`config.mk`:
```
export PLATFORM = sky130hd
export DESIGN_NAME = nabp_shift_accumulator
export DESIGN_NICKNAME = d
export VERILOG_FILES = /design/src/rtl/nabp_shift_accumulator.sv
export SDC_FILE = /design/constraint.sdc
export NUM_CORES = 1
export LEC_CHECK = 0
export ABC_CLOCK_PERIOD_IN_PS = 7400
export BUFFER_PORTS_ARGS = -buffer_cell sky130_fd_sc_hd__buf_2
export CORE_AREA = 2 2 78 80
export DETAILED_ROUTE_END_ITERATION = 12
export DIE_AREA = 0 0 80 82
export PLACE_DENSITY = 0.79
export SLEW_MARGIN = 0
export SYNTH_ARGS = -nofsm -noshare
export SYNTH_HDL_FRONTEND = slang
export SYNTH_SLANG_ARGS = --single-unit
```
`constraint.sdc`:
```
create_clock -name clk -period 7.4 [get_ports clk]
set_clock_uncertainty 0.2 [all_clocks]
set_input_delay 0.37 -clock clk [delete_from_list [all_inputs] [get_ports clk]]
set_output_delay 0.37 -clock clk [all_outputs]
set_load 0.1 [all_outputs]
```
`src/rtl/nabp_shift_accumulator.sv`:
```
// Walks LINES line positions per projection angle, accumulating |tan/cot| into a fractional
// accumulator and issuing a one-line shift command on every fractional carry.
module nabp_shift_accumulator #(
    parameter int ANGLE_W = 9,
    parameter int FRAC_W  = 10,
    parameter int BASE_W  = 12,
    parameter int LINES   = 256,
    parameter int LINE_W  = 8
) (
    input  logic                clk,
    input  logic                reset,
    input  logic                sh_kick,
    input  logic [ANGLE_W-1:0]  sh_angle,
    output logic                sh_ready,
    output logic                sh_err,
    output logic [ANGLE_W-1:0]  lut_angle,
    input  logic [BASE_W-1:0]   lut_accu_base,
    input  logic                sh_stall,
    output logic                sh_line_valid,
    output logic [LINE_W-1:0]   sh_line_idx,
    output logic                sh_shift_en,
    output logic                sh_shift_dir,
    output logic                sh_done
);

    typedef enum logic [2:0] {
        S_IDLE,
        S_LUT_REQ,
        S_LUT_CAP,
        S_RUN,
        S_DONE
    } state_t;

    localparam logic [ANGLE_W-1:0] ANGLE_MAX = ANGLE_W'(179);
    localparam logic [FRAC_W:0]    ONE       = {1'b1, {FRAC_W{1'b0}}};
    localparam logic [FRAC_W-1:0]  HALF      = {1'b1, {(FRAC_W-1){1'b0}}};
    localparam logic [LINE_W-1:0]  LAST_LINE = LINE_W'(LINES - 1);

    state_t              state_q, state_d;
    logic [ANGLE_W-1:0]  lut_angle_q, lut_angle_d;
    logic                dir_q, dir_d;
    logic [FRAC_W:0]     mag_q, mag_d;
    logic [FRAC_W-1:0]   acc_q, acc_d;
    logic [LINE_W-1:0]   line_q, line_d;
    logic                ready_q, ready_d;
    logic                err_q, err_d;
    logic                vld_q, vld_d;
    logic [LINE_W-1:0]   idx_q, idx_d;
    logic                shift_q, shift_d;
    logic                sdir_q, sdir_d;
    logic                done_q, done_d;

    logic [BASE_W-1:0]   base_abs;
    logic [FRAC_W:0]     mag_clamped;
    logic [FRAC_W:0]     sum;

    // Negating the most-negative code yields itself, which as unsigned exceeds 1.0 and clamps.
    always_comb begin
        base_abs    = lut_accu_base[BASE_W-1] ? (BASE_W'(0) - lut_accu_base) : lut_accu_base;
        mag_clamped = (base_abs > BASE_W'(ONE)) ? ONE : base_abs[FRAC_W:0];
        sum         = {1'b0, acc_q} + mag_q;
    end

    always_comb begin
        state_d     = state_q;
        lut_angle_d = lut_angle_q;
        dir_d       = dir_q;
        mag_d       = mag_q;
        acc_d       = acc_q;
        line_d      = line_q;
        ready_d     = ready_q;
        err_d       = 1'b0;
        vld_d       = vld_q;
        idx_d       = idx_q;
        shift_d     = shift_q;
        sdir_d      = sdir_q;
        done_d      = 1'b0;

        case (state_q)
            S_IDLE: begin
                if (sh_kick) begin
                    if (sh_angle > ANGLE_MAX) begin
                        err_d = 1'b1;
                    end else begin
                        lut_angle_d = sh_angle;
                        ready_d     = 1'b0;
                        state_d     = S_LUT_REQ;
                    end
                end
            end
            S_LUT_REQ: state_d = S_LUT_CAP;
            S_LUT_CAP: begin
                dir_d   = lut_accu_base[BASE_W-1];
                mag_d   = mag_clamped;
                acc_d   = HALF;
                line_d  = '0;
                state_d = S_RUN;
            end
            S_RUN: begin
                if (!sh_stall) begin
                    // The beat on the output is accepted at this edge; the last one ends the pass.
                    if (vld_q && idx_q == LAST_LINE) begin
                        vld_d   = 1'b0;
                        idx_d   = '0;
                        shift_d = 1'b0;
                        sdir_d  = 1'b0;
                        done_d  = 1'b1;
                        state_d = S_DONE;
                    end else begin
                        vld_d   = 1'b1;
                        idx_d   = line_q;
                        shift_d = sum[FRAC_W];
                        sdir_d  = dir_q;
                        acc_d   = sum[FRAC_W-1:0];
                        if (line_q != LAST_LINE) begin
                            line_d = line_q + 1'b1;
                        end
                    end
                end
            end
            S_DONE: begin
                ready_d = 1'b1;
                state_d = S_IDLE;
            end
            default: state_d = S_IDLE;
        endcase
    end

    always_ff @(posedge clk or posedge reset) begin
        if (reset) begin
            state_q     <= S_IDLE;
            lut_angle_q <= '0;
            dir_q       <= 1'b0;
            mag_q       <= '0;
            acc_q       <= '0;
            line_q      <= '0;
            ready_q     <= 1'b1;
            err_q       <= 1'b0;
            vld_q       <= 1'b0;
            idx_q       <= '0;
            shift_q     <= 1'b0;
            sdir_q      <= 1'b0;
            done_q      <= 1'b0;
        end else begin
            state_q     <= state_d;
            lut_angle_q <= lut_angle_d;
            dir_q       <= dir_d;
            mag_q       <= mag_d;
            acc_q       <= acc_d;
            line_q      <= line_d;
            ready_q     <= ready_d;
            err_q       <= err_d;
            vld_q       <= vld_d;
            idx_q       <= idx_d;
            shift_q     <= shift_d;
            sdir_q      <= sdir_d;
            done_q      <= done_d;
        end
    end

    assign sh_ready      = ready_q;
    assign sh_err        = err_q;
    assign lut_angle     = lut_angle_q;
    assign sh_line_valid = vld_q;
    assign sh_line_idx   = idx_q;
    assign sh_shift_en   = shift_q;
    assign sh_shift_dir  = sdir_q;
    assign sh_done       = done_q;

endmodule

```
# Yosys cells after proc, flatten, opt, wreduce, memory -nomap -nowiden

Cells that the tools add are included.

Register bits after elaboration: 56
Bits of input ports: 25
Word-level logic and storage cells: 69

Add/sub/neg operators: 3
$lt $le $gt $ge: 2
Equal/unequal tests: 12
Multiplexer cells: 27
Bitwise operators: 2
Reductions and logical operators: 10

Operators by type and width:

| operator              | number |
|---|---|
| $mux 8                | 4 |
| $mux 10               | 2 |
| $pmux 10 s2           | 1 |
| $pmux 8 s2            | 1 |
| $gt 12x11->1 const B  | 1 |
| $mux 12               | 1 |
| $mux 3                | 4 |
| $ne 2x2->1 const B    | 6 |
| $pmux 3 s4            | 1 |
| $sub 1x12->12 const A | 1 |
| $add 10x11->11        | 1 |
| $mux 1                | 11 |
| $mux 11               | 1 |
| $gt 9x8->1 const B    | 1 |
| $reduce_and 3->1      | 3 |
| $add 8x1->8 const B   | 1 |
| $eq 8x8->1 const B    | 1 |
| $ne 8x8->1 const B    | 1 |
| $reduce_and 4->1      | 2 |
| $eq 3x2->1 const B    | 2 |
| $reduce_bool 2->1     | 2 |
| $eq 3x1->1 const B    | 1 |
| $eq 3x3->1 const B    | 1 |
| $logic_not 3->1       | 1 |
| 4 further kinds       | 5 |

# Logic depth before layout (Yosys ltp)

Gate-level depths: netlist of the first run.

Depth after elaboration: 5
Depth in mapped cells: 7
Depth with buffers taken out: 7

# Worst setup path after synthesis of the first run

OpenSTA, ideal clock, no wires.

Path kind: register to register
Start: register idx_q[4] (netlist: sh_line_idx[4])
End: register acc_q[7]
Setup time: 0.124 ns
Data arrival time: 2.194 ns
Data required time: 7.076 ns
Slack: 4.882 ns
Cell stages (with the launch flop): 6
Path buffers: 1
Clock period less this slack: 2.518 ns
Path through: dfrtp_1 > nand4_1 > o31a_1 > clkbuf_1 > and2_1 > a211o_1

Cells in the longest elaborated chain, start to end: 4

Ends and longest elaborated chain:

| what                       | RTL line | RTL |
|---|---|---|
| start, declared            | 48       | `logic [LINE_W-1:0] idx_q, idx_d;` |
| start signal, assigned     | 154      | `idx_q <= idx_d;` |
| $eq 8x8->1                 | 102      | `if (vld_q && idx_q == LAST_LINE) begin` |
| $logic_and 1x1->1          | 102      |  |
| $ne 2x2->1 (no line)       | n/a      |  |
| $reduce_and 3->1 (no line) | n/a      |  |
| end signal, assigned       | 135      | `acc_q <= '0;` |
| end signal, assigned       | 149      | `acc_q <= acc_d;` |
| end, declared              | 43       | `logic [FRAC_W-1:0] acc_q, acc_d;` |

Every way passes these cells.
A chain may end at the register's enable or synchronous reset.

# Final worst setup path of the first run

Start: register mag_q[0]
End: register shift_q (netlist: sh_shift_en)

Cells in the longest elaborated chain, start to end: 2

Ends and longest elaborated chain:

| what                   | RTL line | RTL |
|---|---|---|
| start, declared        | 42       | `logic [FRAC_W:0] mag_q, mag_d;` |
| start signal, assigned | 148      | `mag_q <= mag_d;` |
| $add 10x11->11         | 61       | `sum = {1'b0, acc_q} + mag_q;` |
| $mux 1                 | 102      |  |
| end signal, assigned   | 155      | `shift_q <= shift_d;` |
| end, declared          | 49       | `logic shift_q, shift_d;` |

Every way passes these cells.

==> results of run 1 <==
==> critical path, cell delays in order, from the launching register on <==
cell and delay (ps):
sky130_fd_sc_hd__dfrtp_1 400, sky130_fd_sc_hd__ha_1 250, sky130_fd_sc_hd__fa_1 440, sky130_fd_sc_hd__a211oi_1 280, sky130_fd_sc_hd__o21ai_1 140, sky130_fd_sc_hd__a2111oi_0 510, sky130_fd_sc_hd__o2111ai_1 200, sky130_fd_sc_hd__nand3_1 120
==> cells in the mapped netlist, types with 3 or more instances <==
| cell | instances |
|---|---|
| sky130_fd_sc_hd__a2111oi_0 | 3 |
| sky130_fd_sc_hd__a211o_1 | 3 |
| sky130_fd_sc_hd__a211oi_1 | 6 |
| sky130_fd_sc_hd__a21o_1 | 4 |
| sky130_fd_sc_hd__a21oi_1 | 10 |
| sky130_fd_sc_hd__a31oi_1 | 3 |
| sky130_fd_sc_hd__a32o_1 | 3 |
| sky130_fd_sc_hd__and2_1 | 3 |
| sky130_fd_sc_hd__buf_2 | 4 |
| sky130_fd_sc_hd__clkbuf_1 | 6 |
| sky130_fd_sc_hd__dfrtp_1 | 55 |
| sky130_fd_sc_hd__ha_1 | 13 |
| sky130_fd_sc_hd__inv_1 | 7 |
| sky130_fd_sc_hd__mux2_2 | 8 |
| sky130_fd_sc_hd__nand2_1 | 45 |
| sky130_fd_sc_hd__nand2b_1 | 3 |
| sky130_fd_sc_hd__nand3_1 | 15 |
| sky130_fd_sc_hd__nand4b_1 | 3 |
| sky130_fd_sc_hd__nor2_1 | 26 |
| sky130_fd_sc_hd__nor2b_1 | 3 |
| sky130_fd_sc_hd__nor3_1 | 12 |
| sky130_fd_sc_hd__nor4_1 | 4 |
| sky130_fd_sc_hd__o211ai_1 | 3 |
| sky130_fd_sc_hd__o21a_1 | 3 |
| sky130_fd_sc_hd__o21ai_0 | 21 |
| sky130_fd_sc_hd__o21ai_1 | 9 |
| sky130_fd_sc_hd__o31ai_1 | 4 |
| sky130_fd_sc_hd__or3_1 | 3 |
| sky130_fd_sc_hd__xnor2_1 | 9 |
| sky130_fd_sc_hd__xor2_1 | 3 |
==> power by group through the flow <==
stage                     clock [W]  combinational, W  sequential (W)
after CTS                  0.000236          0.000549        0.000462
after global placement            0          0.000537        0.000463
after global routing       0.000250          0.000608        0.000474
final                      0.000232          0.000547        0.000462
after detailed placement          0          0.000547        0.000468
after floorplan                   0          0.000297        0.000608
==> state kept, by name (all words and copies together) (netlist names), 3 cells and up <==
register / cells
acc_q: 10
line_q: 8
lut_angle: 9
sh_line_idx: 8
mag_q: 11
state_q: 3
==> cell type report <==
class                           instances  area share
Multi-Input combinational cell        259       0.470
Timing Repair Buffer                   50      0.0712
Clock inverter                          2      0.0166
Tap cell                               75      0.0259
Sequential cell                        56       0.388
Inverter                                8     0.00830
Clock buffer                            6      0.0201
==> worst paths after layout <==
kind	start	to
setup / recovery	mag_q[0]	sh_shift_en
hold / removal	reset	lut_angle[0]
setup reg to reg	mag_q[0]	sh_shift_en
hold reg to reg	mag_q[8]	mag_q[8]
max in group asynchronous	reset	mag_q[2]
min in group clk	sh_angle[0]	lut_angle[0]
==> through the flow <==
step           hold WS (ps)  cells   util  cell area, um2
6_report               24.4    456  0.630            3620
5_1_grt                87.9    456  0.630            3620
4_1_cts                60.3    456  0.630            3620
3_5_place_dp            279    448  0.607            3490
3_3_place_gp            264    448  0.607            3490
2_1_floorplan           250    335      -            3190
==> cells by family after synthesis <==
family,Yosys count
simple gates,136
buf+inv,20
mux,9
compound gates,87
flops,56
xor+xnor,13
fa+ha+maj,14
==> metal layers <==
layer | track usage | routed length (um) | vias to the layer above
met5 | 0 | 0 | -
met3 | 0.0319 | 305 | 10
met2 | 0.361 | 3060 | 81
met4 | 0.0763 | 122 | 0
met1 | 0.275 | 3010 | 1281
li1 | - | - | 1322
==> Flow_metrics.wiki, run 1 <==
{| class="wikitable"
! Metric !! Value
|-
| Largest net degree at the start of global routing || 57
|-
| Internal cell power || 0.000708 W
|-
| Actual slew at the worst max-slew pin || 870 ps
|-
| CTS root buf || sky130_fd_sc_hd__clkbuf_8
|-
| Overall Power || 0.00124 W
|-
| Cts hold-fix bufs || 0
|-
| Synthesized flop and latch total || 56
|-
| Crit path DAT || approximately 2600 ps
|-
| Setup repair after global routing missed its margin || false
|-
| Register share of total power || 0.372
|-
| Synth top area share || 0.432
|-
| Cell area after technology mapping || 3190 um2
|-
| Number of I/O port buffers || 47
|-
| Largest driver fanout on the critical path || 3
|-
| Boundary Pins || 48
|-
| Clock tree sinks || 56
|-
| Outcome || finished clean
|-
| Clock share of power || 0.187
|-
| Proportion of synthesized area in mux cells || 0.0314
|-
| Final-stage net count || 419
|-
| Final setup TNS || 0 ps
|-
| Worst reg2reg path depth || 7
|-
| Category of the worst setup path launch point || register
|-
| Number of maximum-capacitance violations || 0
|-
| Total number of vias || around 2700
|-
| Clock latency on the worst-skew pair || 310 ps
|-
| Final setup violating endpoints || 0
|-
| Async set or reset register ratio after synthesis || 1.00
|-
| Placeable Area || around 5700 um2
|-
| Xor and xnor fraction of the mapped netlist area || 0.0381
|-
| Layout cell share with drive strength beyond 1 || 0.205
|-
| Total power density per cell area || 343 nW/um2
|-
| Setup WS pre-CTS || 4830 ps
|-
| Footprint of the multi-input gates || 1700 um2
|-
| Library cells used by synthesis || 65
|-
| Minimum clock period || 2590 ps
|-
| Vias per inst || 5.91
|-
| Synthesis warning total || 0
|-
| Largest area contributor in the synthesized netlist || sky130_fd_sc_hd__dfrtp_1
|-
| Number of antenna diodes || 0
|-
| Proportion of synthesized chip area in sequential cells || 0.440
|-
| Commonest non-fill, non-tap cell in the layout || sky130_fd_sc_hd__dfrtp_1
|-
| Area growth syn-to-layout || 13.5%
|-
| Clock input transition at the sequential cells of the worst setup and hold paths || 90 ps
|-
| Max clock buf depth || 2
|-
| DR iter-0 viols || around 160
|-
| Top flip-flop cell by instance count after synthesis || sky130_fd_sc_hd__dfrtp_1
|-
| Cell types with the largest area share after synthesis || sky130_fd_sc_hd__dfrtp_1, sky130_fd_sc_hd__nand2_1, sky130_fd_sc_hd__ha_1
|-
| CTS tree || yes
|-
| Classification of the worst-slack hold path || in2async
|-
| Overall fraction of global-route tracks in use || 0.212
|-
| Routed WL || 6.49 mm
|-
| Combined flip-flop and latch cell area || 1400 um2
|-
| Effective utilization at floorplan || 0.555
|-
| Leakage power total || 1.66 nW
|-
| Share of the cycle needed by the critical path after routing || 0.350
|-
| Main combinational cell family by area after synthesis || simple AND/OR/NAND/NOR gates
|-
| Critical Path End Type || register
|-
| Data required time of the critical path || 7450 ps
|-
| Total clock buffers created by CTS || 5
|-
| Die area || 6560 um2
|-
| DP Wirelength || 4.80 mm
|-
| Simple-Gate Fraction of Synth Area || 0.220
|-
| Switching power || around 0.00053 W
|-
| Syn_nets || 374
|-
| Combinational fraction of design power || 0.441
|-
| Switching part of the total || 0.429
|-
| Post-CTS Setup Inserts || 0
|-
| Commonest cells after routing, fill and taps aside || sky130_fd_sc_hd__dfrtp_1, sky130_fd_sc_hd__buf_2, sky130_fd_sc_hd__nand2_1, sky130_fd_sc_hd__nor2_1, sky130_fd_sc_hd__o21ai_0
|-
| Horizontal die dimension || 80 um
|-
| FF-to-FF setup slack || 4810 ps
|-
| H-Tree Level Count || 2
|-
| Worst path setup slack after routing || 4810 ps
|-
| Per-instance average area after synthesis || 9.52 um2
|-
| Pins Over Slew Limit || 0
|-
| Antenna violations before repair || 0
|-
| Die extent in y || 82 um
|-
| Total grt overflow || 0
|-
| Critical path start-end classification || reg2reg
|-
| Vias in the first global route || 2435
|-
| Count of instances resized after the clock tree is built || 0
|-
| Post-synth EDFFs || 0
|-
| Final Hold Violating Endpoints || 0
|-
| Gate count of the mapped netlist || around 340
|-
| Number of detailed-routing iterations run before antenna repair || 4
|-
| Share of the synthesized area in compound gates (AO/OA/AOI/OAI) || 0.187
|-
| Total of fill cells in the finished design || 516
|-
| Relative max-transition margin || 0.416
|-
| Floorplan row count || 28
|-
| Max rail drop VDD || 207 uV
|-
| Share of synthesized cell area in full adder, half adder and majority cells || 0.0573
|-
| Antenna Nets Post-Route || 0
|-
| DR DRC count || 0
|-
| Average wire per standard cell || 14.2 um
|-
| Wire length of the first global-routing pass || 11.1 mm
|-
| Maximum clock frequency || 0.387 GHz
|-
| Weighted congestion at the end of routability-driven global placement || 0.823
|}
(Power assumes the default switching activity.)
==> run 2: changes to the inputs <==
- ABC_CLOCK_PERIOD_IN_PS: 7400 -> 2100
- CORE_AREA: 2 2 78 80 -> 2 2 83 85
- DIE_AREA: 0 0 80 82 -> 0 0 85 87
- PLACE_DENSITY: 0.79 -> 0.73
- clock period: 7.4 -> 2.1 ns (I/O delays scaled with it)
==> run 2 against run 1 <==
The run now ends with negative setup slack left. Die area is 13% higher. Combinational power grew to 4.5 times the previous value. Total power rose to 3.8 times the previous value. Hold slack got worse by 18 ps. Non-clock buffer count increased by 44. Register-to-register slack got worse by 4900 ps. Core utilization is 0.22 points lower. Routed wire length grew 22%. Via count up 6.0%. Critical path depth did not move. Largest cell class unchanged.
==> Flow_metrics.wiki, run 2 (same netlist as run 1, synthesis figures left out) <==
{| class="wikitable"
! Metric !! Value
|-
| Largest net degree at the start of global routing || 29
|-
| Clock tree sinks || 56
|-
| Minimum clock period || between 2000 and 2500 ps
|-
| DR DRC count || 0
|-
| Utilization after layout || 0.628
|-
| Actual slew at the worst max-slew pin || 494 ps
|-
| Commonest non-fill, non-tap cell in the layout || sky130_fd_sc_hd__buf_2
|-
| Number of maximum-capacitance violations || 0
|-
| Hold Startpoint || lut_accu_base[10]
|-
| Worst path setup slack after routing || -119 ps
|-
| Total number of vias || between 2000 and 3000
|-
| Number of antenna diodes || 0
|-
| Antenna Nets Post-Route || 0
|-
| Max clock buf depth || 2
|-
| Critical path start-end classification || reg2reg
|-
| DP Wirelength || 5.36 mm
|-
| CTS root buf || sky130_fd_sc_hd__clkbuf_8
|-
| Outcome || finished with violations
|-
| Reg-to-reg startpoint || mag_q[0]
|-
| Violations in the final reports || negative setup slack
|-
| Final Hold Violating Endpoints || 0
|-
| Die area || 7400 um2
|-
| Effective utilization at floorplan || 0.485
|-
| Layout cell share with drive strength beyond 1 || 0.315
|-
| Horizontal die dimension || 85 um
|-
| Number of I/O port buffers || 47
|-
| Placeable Area || 6570 um2
|-
| Data required time of the critical path || 2110 ps
|-
| Critical Path End Type || register
|-
| DR iter-0 viols || 150
|-
| FF-to-FF setup slack || -120 ps
|-
| Worst reg2reg path depth || 7
|-
| Filler-free cell count of the finished design || 505
|-
| Floorplan row count || 30
|-
| Number of detailed-routing iterations run before antenna repair || 4
|-
| Area growth syn-to-layout || 29.3%
|-
| Weighted congestion at the end of routability-driven global placement || 0.800
|-
| Maximum clock frequency || 0.451 GHz
|-
| Overall fraction of global-route tracks in use || 0.221
|-
| Boundary Pins || 48
|-
| Register containing the most flip-flops in the final layout || mag_q
|-
| Die extent in y || between 80 and 90 um
|-
| Average wire per standard cell || roughly 16 um
|-
| Hold Path Depth || 4
|-
| Share of the cycle needed by the critical path after routing || 1.06
|-
| CTS tree || yes
|-
| Vias per inst || 5.66
|-
| Worst reg2reg path endpoint || sh_shift_en
|-
| Largest driver fanout on the critical path || 2
|-
| Placed Cells incl. Taps || around 470
|-
| Final setup TNS || -188 ps
|-
| Post-route worst hold slack || 6.54 ps
|-
| Clock input transition at the sequential cells of the worst setup and hold paths || between 100 and 150 ps
|-
| Total clock buffers created by CTS || 5
|-
| Flip-flop count of the largest register after layout || 11
|-
| Pins Over Slew Limit || 0
|-
| H-Tree Level Count || 2
|-
| Final-stage net count || 463
|-
| Antenna violations before repair || 0
|-
| Classification of the worst-slack hold path || in2reg
|-
| Hold Path Sink || mag_q[0]
|-
| Relative max-transition margin || 0.673
|-
| Total power density per cell area || 1150 nW/um2
|-
| Overall Power || ~0.0048 W
|-
| Crit path DAT || 2230 ps
|-
| Clock latency on the worst-skew pair || 320 ps
|-
| Routed WL || about 7.9 mm
|-
| Total grt overflow || 0
|-
| Commonest cells after routing, fill and taps aside || sky130_fd_sc_hd__buf_2, sky130_fd_sc_hd__dfrtp_1, sky130_fd_sc_hd__nand2_1, sky130_fd_sc_hd__buf_4, sky130_fd_sc_hd__nor2_1
|-
| Final setup violating endpoints || 2
|-
| Vias in the first global route || 2904
|-
| Category of the worst setup path launch point || register
|-
| Leakage power total || 1.86 nW
|-
| Wire length of the first global-routing pass || 13.1 mm
|-
| Setup repair after global routing missed its margin || true
|-
| Max rail drop VDD || around 700 uV
|}
## run 2: changes by cell type in the layout (fill, tap and decap cells not counted), sizes merged
cell / change
inv: +2
bufinv: -2
clkinvlp: +1
clkbuf: -1
dlygate4sd3: +16
buf: +28
## run 2: power breakdown
group	internal, W	leakage, nW	switching (W)	total, W
sequential	0.00139	0.692	0.000262	0.00165
combinational	0.000953	1.12	0.00152	0.00247
clock	0.000244	0.0452	0.000385	0.000630
total	0.00259	1.86	0.00217	0.00475
## run 2: cell type report
cell class / instances / area (um2)
sequential: 56 / 1420
clock inverter: 3 / 25.0
fill: 552 / 2450
timing repair buffer: 94 / 661
clock buffer: 5 / 68.8
multi-input combinational: 259 / 1820
inverter: 8 / 30.0
tap: 80 / 100
## run 2: metrics by stage
stage	setup WS, ps	instance area (um2)
after floorplan	-92.5	3230
after global placement	-79.7	3690
after detailed placement	-120	3690
after CTS	-94.5	4010
after global routing	-241	4120
final	-119	4120
## run 2: routing by layer
layer | wire, um | GRT usage
met5 | 0 | 0
met4 | 122 | 0.0722
met3 | 296 | 0.0379
met2 | 3970 | 0.398
met1 | 3530 | 0.270
## run 2: timing repair
item | CTS | global route
gates resized for setup | 6 | 19
setup endpoints to repair | 3 | 13
hold buffers | 16 | 0
buffers inserted | 5 | 4
endpoints found under the hold margin | 71 | 0
gates cloned | 0 | 0
pin swaps | 5 | 7
## run 2: how the worst max path moves through the flow
stage               depth (start not counted)     endpoint           start
floorplan                                   6     acc_q[8]  sh_line_idx[6]
finish                                      7  sh_shift_en        mag_q[0]
global route                                7  sh_shift_en        mag_q[0]
detailed placement                          7  sh_shift_en        mag_q[0]
global placement                            7  sh_shift_en        mag_q[0]
CTS                                         7  sh_shift_en        mag_q[0]
## run 2: worst max-delay path, stage by stage (launching register included)
cell and delay, ps:
sky130_fd_sc_hd__dfrtp_1 400, sky130_fd_sc_hd__ha_2 200, sky130_fd_sc_hd__fa_2 400, sky130_fd_sc_hd__a211oi_4 270
sky130_fd_sc_hd__o21ai_2 120, sky130_fd_sc_hd__a2111oi_4 320, sky130_fd_sc_hd__or3_1 150, sky130_fd_sc_hd__nand3_1 60
